<file path="src/rtl/dealer_pkg.sv">
// Shared types and helpers for the card dealer and other blackjack blocks.
package dealer_pkg;

    localparam int DECK_SIZE = 52;
    localparam int RANKS     = 13;

    typedef struct packed {
        logic [1:0] suit;
        logic [3:0] rank;
    } card_t;

    typedef enum logic [1:0] {
        EMPTY,
        FILL,
        SHUFFLE,
        READY
    } dealer_state_t;

    // Blackjack value of a rank: ace counts 1 here, faces count 10.
    function automatic logic [4:0] rank_to_points(input logic [3:0] rank);
        if (rank > 4'd10) begin
            return 5'd10;
        end
        return {1'b0, rank};
    endfunction

endpackage

</file>
<file path="src/rtl/lfsr16.sv">
// Free-running 16-bit Galois LFSR, polynomial x^16+x^14+x^13+x^11+1.
module lfsr16 (
    input  logic        clk,
    input  logic        rst,
    input  logic [15:0] seed,
    output logic [15:0] out
);

    logic [15:0] lfsr_q;
    logic [15:0] lfsr_d;

    // Right-shifting Galois form: the bit shifted out is fed back into the tap positions.
    always_comb begin
        lfsr_d = {1'b0, lfsr_q[15:1]};
        if (lfsr_q[0]) begin
            lfsr_d = lfsr_d ^ 16'hB400;
        end
    end

    // Load the seed on reset, otherwise step every cycle.
    always_ff @(posedge clk) begin
        if (rst) begin
            lfsr_q <= seed;
        end else begin
            lfsr_q <= lfsr_d;
        end
    end

    assign out = lfsr_q;

endmodule

</file>
<file path="src/rtl/card_dealer.sv">
// Deck server: fills a 52-card deck, shuffles it in place with an
// LFSR-driven Fisher-Yates pass and deals one card per draw request.
//
// state   | meaning
// EMPTY   | no cards; waiting for a shuffle request
// FILL    | writing the ordered deck, one card per cycle
// SHUFFLE | Fisher-Yates swaps from the top index down to 1
// READY   | dealing cards from rd_ptr
module card_dealer #(
    parameter int          DECK_SIZE = dealer_pkg::DECK_SIZE,
    parameter int          IDX_W     = 6,
    parameter logic [15:0] LFSR_SEED = 16'hACE1
) (
    input  logic             clk,
    input  logic             rst,
    input  logic             shuffle_req,
    input  logic             draw_req,
    output logic             card_valid,
    output logic [3:0]       card_rank,
    output logic [1:0]       card_suit,
    output logic [4:0]       card_points,
    output logic             card_is_ace,
    output logic             draw_err,
    output logic             deck_ready,
    output logic             busy,
    output logic [IDX_W-1:0] cards_left
);

    import dealer_pkg::*;

    // Smallest all-ones value covering i: smear the highest set bit downwards.
    function automatic logic [IDX_W-1:0] idx_mask(input logic [IDX_W-1:0] i);
        logic [IDX_W-1:0] m;
        m = i;
        for (int b = 1; b < IDX_W; b++) begin
            m = m | (m >> b);
        end
        return m;
    endfunction

    dealer_state_t    state_q, state_d;
    logic [IDX_W-1:0] idx_q, idx_d;
    logic [IDX_W-1:0] rd_ptr_q, rd_ptr_d;
    logic [IDX_W-1:0] cards_left_q, cards_left_d;
    logic [3:0]       fill_rank_q, fill_rank_d;
    logic [1:0]       fill_suit_q, fill_suit_d;
    card_t            card_q, card_d;
    logic             card_valid_q, card_valid_d;
    logic             draw_err_q, draw_err_d;

    card_t            deck_q [DECK_SIZE];
    logic             fill_we;
    logic             swap_en;
    logic [15:0]      lfsr_w;
    logic [IDX_W-1:0] swap_j;

    lfsr16 u_lfsr (
        .clk  (clk),
        .rst  (rst),
        .seed (LFSR_SEED),
        .out  (lfsr_w)
    );

    // idx_q is the fill index k in FILL and the Fisher-Yates index i in SHUFFLE.
    assign swap_j = lfsr_w[IDX_W-1:0] & idx_mask(idx_q);

    // Next-state and datapath control.
    always_comb begin
        state_d      = state_q;
        idx_d        = idx_q;
        rd_ptr_d     = rd_ptr_q;
        cards_left_d = cards_left_q;
        fill_rank_d  = fill_rank_q;
        fill_suit_d  = fill_suit_q;
        card_d       = card_q;
        card_valid_d = 1'b0;
        draw_err_d   = draw_req && !(state_q == READY && !shuffle_req);
        fill_we      = 1'b0;
        swap_en      = 1'b0;

        case (state_q)
            EMPTY: begin
                if (shuffle_req) begin
                    state_d      = FILL;
                    idx_d        = '0;
                    fill_rank_d  = 4'd1;
                    fill_suit_d  = 2'd0;
                    cards_left_d = '0;
                end
            end
            FILL: begin
                fill_we = 1'b1;
                if (idx_q == IDX_W'(DECK_SIZE - 1)) begin
                    // idx already holds the first shuffle index.
                    state_d = SHUFFLE;
                end else begin
                    idx_d = idx_q + 1'b1;
                    if (fill_rank_q == 4'(RANKS)) begin
                        fill_rank_d = 4'd1;
                        fill_suit_d = fill_suit_q + 1'b1;
                    end else begin
                        fill_rank_d = fill_rank_q + 1'b1;
                    end
                end
            end
            SHUFFLE: begin
                // Out-of-range candidates are rejected and retried with the next LFSR value.
                if (swap_j <= idx_q) begin
                    swap_en = 1'b1;
                    idx_d   = idx_q - 1'b1;
                    if (idx_q <= IDX_W'(1)) begin
                        state_d      = READY;
                        cards_left_d = IDX_W'(DECK_SIZE);
                        rd_ptr_d     = '0;
                    end
                end
            end
            READY: begin
                if (shuffle_req) begin
                    state_d      = FILL;
                    idx_d        = '0;
                    fill_rank_d  = 4'd1;
                    fill_suit_d  = 2'd0;
                    cards_left_d = '0;
                end else if (draw_req) begin
                    card_d       = deck_q[rd_ptr_q];
                    card_valid_d = 1'b1;
                    rd_ptr_d     = rd_ptr_q + 1'b1;
                    cards_left_d = cards_left_q - 1'b1;
                    if (cards_left_q == IDX_W'(1)) begin
                        state_d = EMPTY;
                    end
                end
            end
            default: begin
                state_d = EMPTY;
            end
        endcase
    end

    // Control and output registers.
    always_ff @(posedge clk) begin
        if (rst) begin
            state_q      <= EMPTY;
            idx_q        <= '0;
            rd_ptr_q     <= '0;
            cards_left_q <= '0;
            fill_rank_q  <= 4'd1;
            fill_suit_q  <= 2'd0;
            card_q       <= '0;
            card_valid_q <= 1'b0;
            draw_err_q   <= 1'b0;
        end else begin
            state_q      <= state_d;
            idx_q        <= idx_d;
            rd_ptr_q     <= rd_ptr_d;
            cards_left_q <= cards_left_d;
            fill_rank_q  <= fill_rank_d;
            fill_suit_q  <= fill_suit_d;
            card_q       <= card_d;
            card_valid_q <= card_valid_d;
            draw_err_q   <= draw_err_d;
        end
    end

    // Deck storage; contents are meaningless until a fill completes, so no reset.
    always_ff @(posedge clk) begin
        if (fill_we) begin
            deck_q[idx_q] <= {fill_suit_q, fill_rank_q};
        end else if (swap_en) begin
            deck_q[idx_q]  <= deck_q[swap_j];
            deck_q[swap_j] <= deck_q[idx_q];
        end
    end

    assign card_valid  = card_valid_q;
    assign card_rank   = card_q.rank;
    assign card_suit   = card_q.suit;
    assign card_points = rank_to_points(card_q.rank);
    assign card_is_ace = (card_q.rank == 4'd1);
    assign draw_err    = draw_err_q;
    assign deck_ready  = (state_q == READY);
    assign busy        = (state_q == FILL) || (state_q == SHUFFLE);
    assign cards_left  = cards_left_q;

endmodule

</file>
<file path="config.mk">
export PLATFORM = sky130hd
export DESIGN_NAME = card_dealer
export DESIGN_NICKNAME = d
export VERILOG_FILES = /design/src/rtl/dealer_pkg.sv /design/src/rtl/lfsr16.sv /design/src/rtl/card_dealer.sv
export SDC_FILE = /design/constraint.sdc
export NUM_CORES = 1
export LEC_CHECK = 0
export ABC_CLOCK_PERIOD_IN_PS = 4800
export CORE_MARGIN = 2
export CORE_UTILIZATION = 35
export CTS_CLUSTER_SIZE = 12
export DETAILED_ROUTE_END_ITERATION = 8
export RECOVER_POWER = 50
export SLEW_MARGIN = 20
export SYNTH_ARGS = -nofsm -noshare
export SYNTH_HDL_FRONTEND = slang
export SYNTH_SLANG_ARGS = --single-unit
</file>
<file path="constraint.sdc">
create_clock -name clk -period 4.8 [get_ports clk]
set_clock_uncertainty 0.1 [all_clocks]
set_input_delay 0.48 -clock clk [delete_from_list [all_inputs] [get_ports clk]]
set_output_delay 0.48 -clock clk [all_outputs]
set_load 0.005 [all_outputs]
</file>
Yosys cells after proc, flatten, opt, wreduce, memory -nomap -nowiden

Memory sizes are Yosys's and may differ from the RTL's. A register that Yosys moved wholly into a read port is not among the register bits.
Index checks and enable logic that the tools add are counted.

$add $sub $neg: 6
Magnitude comparators: 3
Eq/ne operators: 18
Multiplexer cells: 46
Bitwise operators: 10
Reduce and logical (&&, ||, !) cells: 18

Operator list:

| cell                | count |
|---|---|
| $mux 6              | 14 |
| $pmux 6 s3          | 2 |
| $mux 2              | 10 |
| $mux 16             | 1 |
| $ne 2x2->1 const B  | 8 |
| $add 6x1->6 const B | 2 |
| $mux 4              | 3 |
| $pmux 6 s2          | 1 |
| $sub 6x1->6 const B | 2 |
| $mux 1              | 10 |
| $mux 5              | 2 |
| $reduce_and 5->1    | 2 |
| $reduce_and 3->1    | 3 |
| $pmux 2 s4          | 1 |
| $pmux 4 s2          | 1 |
| $and 6x6->6         | 1 |
| $eq 6x1->1 const B  | 1 |
| $eq 6x6->1 const B  | 1 |
| $le 6x1->1 const B  | 1 |
| $le 6x6->1          | 1 |
| $or 6x1->6          | 1 |
| $or 6x2->6          | 1 |
| $or 6x3->6          | 1 |
| $or 6x4->6          | 1 |
| 25 further kinds    | 30 |

Flip-flop bits (word level): 44
RAM bits: 312
Input port bits: 4
Output and inout bits: 22
Word-level logic and storage cells: 111
Memories: 1

Memory list:

| name   | depth | bits a word | read ports | clocked after memory_dff | wr ports | RTL line          | RTL |
|---|---|---|---|---|---|---|---|
| deck_q | 52    | 6           | 3          | 2                        | 2        | card_dealer.sv:51 | `card_t deck_q [DECK_SIZE];` |

Longest topological paths before layout

Gate-level depths: netlist (run 1).

Depth in word-level cells: 13
Depth in mapped cells: 20
Mapped depth without buffers: 13

Modules after synthesis

From an unflattened synthesis (run 1), not the netlist that was laid out.

Cells, all modules: 2016
Area, all modules: 24078.1 um^2

Modules (own cells, without submodules):

| module      | instances | cells an instance | area an instance (um^2) | sequential area each (um^2) |
|---|---|---|---|---|
| card_dealer | 1         | 1976              | 23517.6                 | 10169.8 |
| lfsr16      | 1         | 40                | 560.5                   | 320.3 |

Worst setup path after synthesis (run 1)

OpenSTA, ideal clock, no wires.

Path type: reg-to-reg
From: register idx_q[0]
To: memory deck_q[44][0] (netlist bit), enable pin
Library setup time: 377 ps
Data arrival time: 3871 ps
Data required time: 4323 ps
Path slack: 452 ps
Cell stages (with the launch flop): 19
Buffers on the path: 6
Period minus slack after synthesis: 4348 ps
Cell sequence: dfxtp_1 -> clkbuf_1 -> inv_1 -> ha_1 -> clkbuf_1 -> a21oi_2 -> inv_2 -> buf_4 -> buf_4 -> buf_2 -> ha_1 -> nand2_1 -> o22ai_1 -> a31oi_1 -> nand2b_1 -> clkbuf_1 -> nor2_1 -> nand2_1 -> o21ai_0

RTL lines:

| element                | RTL line           | RTL |
|---|---|---|
| from (decl)            | card_dealer.sv:42  | `logic [IDX_W-1:0] idx_q, idx_d;` |
| from (signal assigned) | card_dealer.sv:155 | `idx_q <= idx_d;` |
| to (decl)              | card_dealer.sv:51  |  |

==> results.sh, run 1 <==
export IMPL_status="completed"
export IMPL_hold_class="flop to flop"
export IMPL_p_seq_frac=0.257
export IMPL_max_clock_path_buffers=3
export IMPL_worst_pin_slew_ps=1210
export IMPL_numCtsBuffers=44
export IMPL_stdcell_count=2997
export IMPL_antenna_found_initial=3
export IMPL_critical_path_buf_inv_count=5
export IMPL_place_congestion=1.01
export IMPL_ys_async_sr_fraction=0
export IMPL_antenna_left=0
export IMPL_grt_ovfl_total=0
export IMPL_syn_avg_cell_area_um2=12.2
export IMPL_ir_worst_vdd_v=0.000761
export IMPL_p_int_mw=8.94
export IMPL_fmax_ghz=0.214
export IMPL_die_y_um=268
export IMPL_pwr_share_comb=0.542
export IMPL_synth_edf_count=312
export IMPL_start_util=0.354
export IMPL_routedWlPerCell_um=33.0
export IMPL_first_global_vias=19000
export IMPL_cts_tree="built"
export IMPL_p_per_area_mw_per_mm2=620
export IMPL_cp_start_kind="flop"
export IMPL_rsz0062_at_grt="no"
export IMPL_clkPwrFrac=0.201
export IMPL_drc=0
export IMPL_finalWirelength_um=99000
export IMPL_crit_type="flop to flop"
export IMPL_layout_min_cycle_time_ps=4680
export IMPL_grt_max_degree=81
export IMPL_drv_slew=0
export IMPL_ys_seq_area_frac=0.430
export IMPL_drive_gt1_frac=0.224
export IMPL_via_count=19600
export IMPL_h_tree_depth=2
export IMPL_synthCells=2005
export IMPL_timing_hold_violations_final=0
export IMPL_fin_crit_sh=0.974
export IMPL_synth_area_leaders="edfxtp_1, mux4_2, mux2i_1"
export IMPL_cts_root_buf="clkbuf_16"
export IMPL_finalSetupViolations=0
export IMPL_dr_pass1_iters=5
export IMPL_hold_start="u_lfsr.out[12]"
export IMPL_dp_slack_ps=207
export IMPL_startpoint="idx_q[1]"
export IMPL_synthFlopType="edfxtp_1"
export IMPL_ys_ff_latch=368
export IMPL_setup_tns_ps=0
export IMPL_cp_top_family="buffers and inverters"
export IMPL_timing_final_ws_setup_ps=123
export IMPL_post_cts_buffers=0
export IMPL_core_area_mm2=0.0688
export IMPL_cp_end_kind="flop"
export IMPL_grt_pass1_wl_um=141000
export IMPL_dieArea_mm2=0.0718
export IMPL_slew_headroom=0.191
export IMPL_area_growth_pct=12.1
export IMPL_worstRegToRegCells=15
export IMPL_holdPathStages=1
export IMPL_max_cap_violations=0
export IMPL_switching_share=0.473
export IMPL_cts_sinks=368
export IMPL_switchingPower_mw=8.01
export IMPL_cp_required_ps=4910
export IMPL_cp_arrival_ps=4790
export IMPL_rows=96
export IMPL_first_iter_violations=3062
export IMPL_fin_nets=2053
export IMPL_io_buffers=24
export IMPL_r2r_start="idx_q[1]"
export IMPL_path_depth=15
export IMPL_clk_pin_slew_ps=60
export IMPL_synth_area_mm2=0.0244
export IMPL_cp_slowest_cell="clkbuf_1"
export IMPL_cp_slowest_stage_delay_ps=510
export IMPL_synth_warnings=0
export IMPL_io_pins=26
export IMPL_syn_nets=2028
export IMPL_ys_types=78
export IMPL_utilization=0.397
export IMPL_crit_fanout=11
export IMPL_yosys_area_top_type_share=0.384
export IMPL_dpl_hpwl_um=69600
export IMPL_p_leak_nw=9.37
export IMPL_synth_largest_area_cell="edfxtp_1"
export IMPL_clkLatencyLatePin_ps=600
export IMPL_via_per_inst=6.54
export IMPL_die_w_um=268
export IMPL_dp_cells=2915
export IMPL_grt_usage=0.277
export IMPL_finalPower_mw=17.0
export IMPL_worstPathCellList="inv_1 -> ha_1 -> a21oi_4 -> inv_4 -> ha_1 -> nand2_1 -> o22ai_1 -> a31oi_1 -> clkbuf_1 -> nand2b_1 -> a21oi_1 -> clkbuf_2 -> nand2_1 -> o21ai_0 -> clkbuf_1"
==> state kept, by name, indices dropped and copies added (netlist names), named ones only <==
signal	count
card_rank	4
card_suit	2
card_valid	1
cards_left	6
deck_q	312
draw_err	1
fill_rank_q	4
fill_suit_q	2
idx_q	6
rd_ptr_q	6
state_q	2
u_lfsr.out	16
==> metrics by stage <==
stage               instance area (um2)  hold WS [ps]
floorplan                         24400           289
global placement                  26100           297
detailed placement                26100           295
CTS                               27500           305
global route                      27300           315
finish                            27300           306
==> path summary, 6_finish.rpt <==
check                         to  slack [ps]
setup / recovery    deck_q[0][1]         120
hold / removal    u_lfsr.out[11]         310
setup reg to reg    deck_q[0][1]         120
hold reg to reg   u_lfsr.out[11]         310
==> power by group through the flow <==
stage	combinational (mW)	sequential (mW)	clock (mW)
after CTS	9.07	4.36	3.44
after global placement	8.92	4.41	0
after detailed placement	9.03	4.42	0
after floorplan	5.77	4.16	0
after global routing	9.46	4.38	3.55
final	9.19	4.36	3.40
==> metal layers <==
| layer | share of wire | up-vias | GRT usage |
|---|---|---|---|
| met5 | 0.00011 | - | 0 |
| met4 | 0.067 | 2 | 0.150 |
| met3 | 0.12 | 302 | 0.0773 |
| met2 | 0.44 | 1425 | 0.424 |
| met1 | 0.37 | 9914 | 0.356 |
| li1 | - | 7957 | - |
==> area by class of cell <==
class | count | area (um2)
Antenna cell | 2 | 5.00
Clock buffer | 54 | 1210
Clock inverter | 26 | 216
Fill cell | 6517 | 41500
Inverter | 22 | 85.1
Multi-Input combinational cell | 1437 | 12900
Sequential cell | 368 | 10500
Tap cell | 931 | 1160
Timing Repair Buffer | 157 | 1240
==> what timing repair did <==
item,CTS,global route
hold buffers,0,0
setup endpoints to repair,0,31
resized for setup,0,2
==> kinds of logic after synthesis <==
| family | after synthesis | synth area share |
|---|---|---|
| muxes | 474 | 0.304 |
| adders and majority gates | 19 | 0.00975 |
| other | 1 | 0.000154 |
| AOI/OAI and AO/OA | 398 | 0.113 |
| xor gates and xnor gates | 11 | 0.00395 |
| buffers and inverters | 200 | 0.0414 |
| DFF | 368 | 0.430 |
| and+or+nand+nor | 534 | 0.0973 |
==> synth_stat cells (8+ instances only) <==
cell type and count:
nand2_1 270, mux2i_1 253, ha_1 19, nor2b_1 14
buf_6 22, o21ai_0 103, buf_1 19, clkbuf_1 87
a221oi_1 10, nand3_1 63, dfxtp_1 56, a21oi_1 50
nand4_1 16, and2_1 8, a31oi_1 14, o31ai_2 30
o21ai_1 58, o31ai_1 18, a22o_1 14, o211ai_1 11
nor3_1 23, inv_1 16, buf_2 38, o22ai_1 13
mux4_2 213, and3_1 10, edfxtp_1 312, buf_4 11
nand2b_1 8, a211oi_1 9, a22oi_1 30, nor2_1 91
==> layout by cell type (no fill, tap or decap), types with 8 or more instances in the layout <==
cell type / instances
edfxtp_1: 312
a221oi_1: 10
nand2_1: 270
clkbuf_1: 26
nand4_1: 16
nor3_1: 22
o21ai_1: 16
o31ai_2: 21
a22oi_1: 30
o21ai_0: 145
ha_1: 19
buf_12: 8
dlygate4sd3_1: 21
mux2i_1: 251
clkinv_1: 11
and3_1: 9
a211oi_1: 9
nand3_1: 58
a31oi_1: 14
dfxtp_1: 49
nor2b_1: 14
a22o_1: 14
nand2b_1: 8
mux4_2: 213
clkinv_2: 8
o211ai_1: 11
nor2_1: 90
inv_1: 16
buf_4: 97
clkbuf_16: 46
o31ai_1: 27
a21oi_1: 50
o22ai_1: 14
==> worst reg2reg max path: stages, from the launching register on <==
cell and delay, ps:
dfxtp_1 440, inv_1 190, ha_1 440, a21oi_4 250
inv_4 60, ha_1 270, nand2_1 60, o22ai_1 140
a31oi_1 70, clkbuf_1 180, nand2b_1 500, a21oi_1 280
clkbuf_2 310, nand2_1 270, o21ai_0 250, clkbuf_1 520
(Power assumes the default switching activity.)
==> run 2: changes to the inputs <==
--- a/config.mk
+++ b/config.mk
@@ -11,6 +11,7 @@
 export CTS_CLUSTER_SIZE = 12
 export DETAILED_ROUTE_END_ITERATION = 8
 export RECOVER_POWER = 50
+export SKIP_LAST_GASP = 1
 export SLEW_MARGIN = 20
 export SYNTH_ARGS = -nofsm -noshare
 export SYNTH_HDL_FRONTEND = slang
==> results of run 2 <==
No change in the layout: final DEF, timing and power equal those of run 1.
